**src/rtl/int_ctrl.sv**
```systemverilog
// Single-level interrupt controller: latches rising edges on four request lines,
// presents the highest-priority one to the CPU and tracks its handler until return.
module int_ctrl #(
    parameter logic [15:0] VECTOR_BASE   = 16'h0010,
    parameter logic [15:0] VECTOR_STRIDE = 16'h0004
) (
    input  logic        clk,
    input  logic        rst_n,
    input  logic [3:0]  irq,
    input  logic        flags_mask,
    input  logic        int_ack,
    input  logic        iret,
    output logic        int_req,
    output logic [15:0] int_vector,
    output logic        mask_int,
    output logic        unmask_int,
    output logic        in_service,
    output logic [3:0]  pending,
    output logic [1:0]  active_id
);

    typedef enum logic [1:0] {
        IDLE,
        REQ,
        SERVICE,
        RETURN
    } state_t;

    state_t     state;
    logic [3:0] irq_q;
    logic [3:0] edges;
    logic [3:0] ack_clear;
    logic [1:0] next_id;

    always_comb begin
        edges     = irq & ~irq_q;
        ack_clear = 4'b0000;
        if (state == REQ && int_ack) begin
            ack_clear = 4'b0001 << active_id;
        end
        next_id = 2'd0;
        if (pending[0]) begin
            next_id = 2'd0;
        end else if (pending[1]) begin
            next_id = 2'd1;
        end else if (pending[2]) begin
            next_id = 2'd2;
        end else if (pending[3]) begin
            next_id = 2'd3;
        end
    end

    // Address arithmetic is truncated to 16 bits, so large bases wrap silently.
    assign int_vector = VECTOR_BASE + ({14'b0, active_id} * VECTOR_STRIDE);

    always_ff @(posedge clk) begin
        if (!rst_n) begin
            state      <= IDLE;
            irq_q      <= 4'b0000;
            pending    <= 4'b0000;
            active_id  <= 2'd0;
            int_req    <= 1'b0;
            mask_int   <= 1'b0;
            unmask_int <= 1'b0;
            in_service <= 1'b0;
        end else begin
            irq_q <= irq;
            // A fresh edge in the ack cycle overrides the clear of the taken line.
            pending <= (pending & ~ack_clear) | edges;
            case (state)
                IDLE: begin
                    mask_int   <= 1'b0;
                    unmask_int <= 1'b0;
                    if (pending != 4'b0000 && !flags_mask) begin
                        state     <= REQ;
                        active_id <= next_id;
                        int_req   <= 1'b1;
                    end
                end
                REQ: begin
                    if (int_ack) begin
                        state      <= SERVICE;
                        int_req    <= 1'b0;
                        in_service <= 1'b1;
                        mask_int   <= 1'b1;
                    end else if (flags_mask) begin
                        state   <= IDLE;
                        int_req <= 1'b0;
                    end
                end
                SERVICE: begin
                    mask_int <= 1'b0;
                    if (iret) begin
                        state      <= RETURN;
                        in_service <= 1'b0;
                        unmask_int <= 1'b1;
                    end
                end
                RETURN: begin
                    state      <= IDLE;
                    unmask_int <= 1'b0;
                end
                default: begin
                    state      <= IDLE;
                    int_req    <= 1'b0;
                    mask_int   <= 1'b0;
                    unmask_int <= 1'b0;
                    in_service <= 1'b0;
                end
            endcase
        end
    end

endmodule

```
**config.mk**
```make
export PLATFORM = sky130hd
export DESIGN_NAME = int_ctrl
export DESIGN_NICKNAME = d
export VERILOG_FILES = /design/src/rtl/int_ctrl.sv
export SDC_FILE = /design/constraint.sdc
export NUM_CORES = 1
export LEC_CHECK = 0
export CORE_MARGIN = 2
export CORE_UTILIZATION = 46
export DETAILED_ROUTE_END_ITERATION = 8
export PLACE_DENSITY = 0.83
export SLEW_MARGIN = 25
export SYNTH_ARGS = -nofsm -noshare
export SYNTH_HDL_FRONTEND = slang
export SYNTH_SLANG_ARGS = --single-unit
```
**constraint.sdc**
```tcl
create_clock -name clk -period 3.1 [get_ports clk]
set_input_delay 0.62 -clock clk [delete_from_list [all_inputs] [get_ports clk]]
set_output_delay 0.62 -clock clk [all_outputs]
set_load 0.01 [all_outputs]
```
==> results.md <==
- GRT overflow: 0
- Yosys reg bits: 16
- Nets: 133
- Multiplexer area fraction after synthesis: 3.23%
- DIE HEIGHT: roughly 50 um
- Avg Synthesized Cell Area: 9.03 um^2
- Synth unique cells: 28
- Reg2reg path depth: 6
- Worst setup margin: ~1.1 ns
- GRT Overall Usage: 16.0%
- TritonCTS Buffers: 3
- Critical path class: reg -> out
- Pre-CTS setup slack: 1.02 ns
- PortBufs: 20
- Buffers & Inverters on Critical Path: 1
- Fin crit period: 1.98 ns
- Core area: 1940 um^2
- TritonCTS clock tree: done
- Cell depth of the worst setup path: 1
- Final wirelength: 1700 um
- Mapped Area: 930 um^2
- Final hold viol count: 0
- Synthesized-area fraction occupied by adder cells: 5.38%
- Final period util: 63.8%
- # clock sinks: 16
- Htree depth: 1
- Synth area leader: dfxtp_1
- Compound-cell area share of the yosys netlist: 16.3%
- Critical path arrival: 1.36 ns
- Num rows: 16
- Area grow syn2layout: 18.4%
- Sequential area share after synthesis: 34.5%
- Critical path's top delay family: buffers and inverters
- Ant diodes: 0
- Leakage: approximately 0.00044 uW
- Yosys Warn Count: 0
- Die area: about 2400 um^2
- Initial Utilization: 47.9%
- Worst hold path depth: 2
- Max_cap viols: 0
- CP max FO: 7
- Share of cells above drive strength 1: 6.72%
- Max Clock Skew: between 0.003 and 0.004 ns
- Simple-Gate Fraction of Synth Area: 22.3%
- Slew HR: 65.7%
- Slew Limit Fails: 0
- Max incr delay on CP: 0.59 ns
- Final instance area: 1100 um^2
- Final core occ: 56.7%
- CTS resizes: 0
- Die W: 49.0 um
- Power Density: ~500 nW/um^2
- CTS root buffer: clkbuf_4
- Antenna violations before repair: 0
- Postcts setup bufs: 0
- Wire per inst: ~12 um
- F_max: 505 MHz
- First-pass GRT wire length: 2920 um
- Skew-Pair Late Insertion Delay: 0.30 ns
- Sequential share of power: 45.4%
- Vias per cell: approximately 4.9
- Worst-path clk slew: 0.10 ns
- Synth Area in XOR/XNOR: 0%
- Worst-Margin Slew: 0.513 ns
- Crit end category: output port
- Via count: 713
- Startpoint types: register
- Fin cells: 146
- Hold buffer count at cts: 0
- Logic pwr share: ~28%
- Post-DP HPWL: 1350 um
- Setup Total Neg Slack: 0 ns
- Final Setup Violations: 0
- RSZ-0062 raised after global routing: no
- Drt first-iter violations: 22
- Synth area leaders: dfxtp_1 34%, buf_4 13%, ha_1 5.4%, nor2b_1 5.4%, and2_1 3.4%
- Status: finished, final reports clean
- CP Data Required Time: around 2.5 ns
- Syn Inst Count: 103
- Top-area cell type share of the netlist area: 34.5%
- Sw frac: 31.0%
- P_int: 379 uW
- Placed Area: roughly 1100 um^2
- Max IR drop VDD: 233 uV
- Largest family of logic cells by synthesized area: simple AND/OR/NAND/NOR gates
- Iteration count of the initial detailed-routing pass: 4
- Crit path cell chain: clkdlybuf4s50_1
- RePlAce Congestion: 0.856
- Sw Pwr: 170 uW
- Critical Path Slowest Stage Cell: clkdlybuf4s50_1
- Vias in the first global route: 660
- Remaining DRCs: 0
- Largest net degree at the start of global routing: 19
- I/O pin cnt: 35
- Clk buf depth: 2
- Clock power frac: 26.1%
- Commonest non-fill, non-tap cell in the layout: clkdlybuf4s50_1
- Most frequent cells in the layout: 20 x clkdlybuf4s50_1, 16 x dfxtp_1, 14 x conb_1
- Antenna-violating nets left: 0
- Worst min-delay path class: reg -> reg
- Placed insts: approximately 140
[state kept, by name, indices dropped and copies added, names as in the netlist, named ones only]
register    count
in_service      1
mask_int        1
active_id       2
int_req         1
irq_q           4
state           1
unmask_int      1
pending         4
[metrics by stage]
stage	power (uW)	hold slack, ns
floorplan	368	0.470
global placement	402	0.475
detailed placement	411	0.487
CTS	550	0.501
global route	579	0.525
finish	549	0.497
[path summary, 6_finish.rpt]
| kind | to | start | slack [ns] |
|---|---|---|---|
| min | unmask_int | unmask_int | 0.50 |
| max reg2reg | register | register | 1.43 |
| max | int_vector[3] | active_id[1] | 1.12 |
| min reg2reg | unmask_int | unmask_int | 0.50 |
[area by class of cell]
cell class	count	area (um^2)
Fill cell	187	841
Multi-Input combinational cell	74	492
Sequential cell	16	320
Timing Repair Buffer	20	200
Clock buffer	4	36.3
Tap cell	27	33.8
Inverter	5	18.8
[layer usage]
layer	vias up	wire (um)	GRT usage (%)
met5	-	0	0
met4	0	46	10.0
met3	5	66	2.76
met2	26	863	28.5
met1	335	724	17.5
li1	347	-	-
[cells in the mapped netlist]
cell type  number
and2_1          5
buf_4          16
nand4_1         1
a21boi_0        3
nor3b_4         1
buf_6           1
clkbuf_1        2
o211ai_1        1
conb_1          2
a21oi_1         6
nor4_4          1
nand4b_1        1
nand2_1         3
o21ai_0         5
o221a_2         1
o41a_1          1
a2111oi_4       1
nand3_1         3
nand2b_1        3
dfxtp_1        16
nor2b_1         8
o41ai_1         1
o31ai_1         1
nor2_1          7
mux2i_1         3
ha_1            4
inv_1           5
clkbuf_2        1
[cell families after synthesis]
group           after synthesis
fa+ha+maj                     4
flops                        16
mux                           3
compound gates               20
buf+inv                      25
other cells                   2
simple gates                 33
[power by group through the flow]
stage	registers, uW	clock network, uW	logic, uW
global route	253	154	171
finish	250	143	157
detailed placement	254	0	156
global placement	252	0	150
CTS	250	144	157
floorplan	256	0	112
Note: power is estimated with default switching activity, not from simulation.
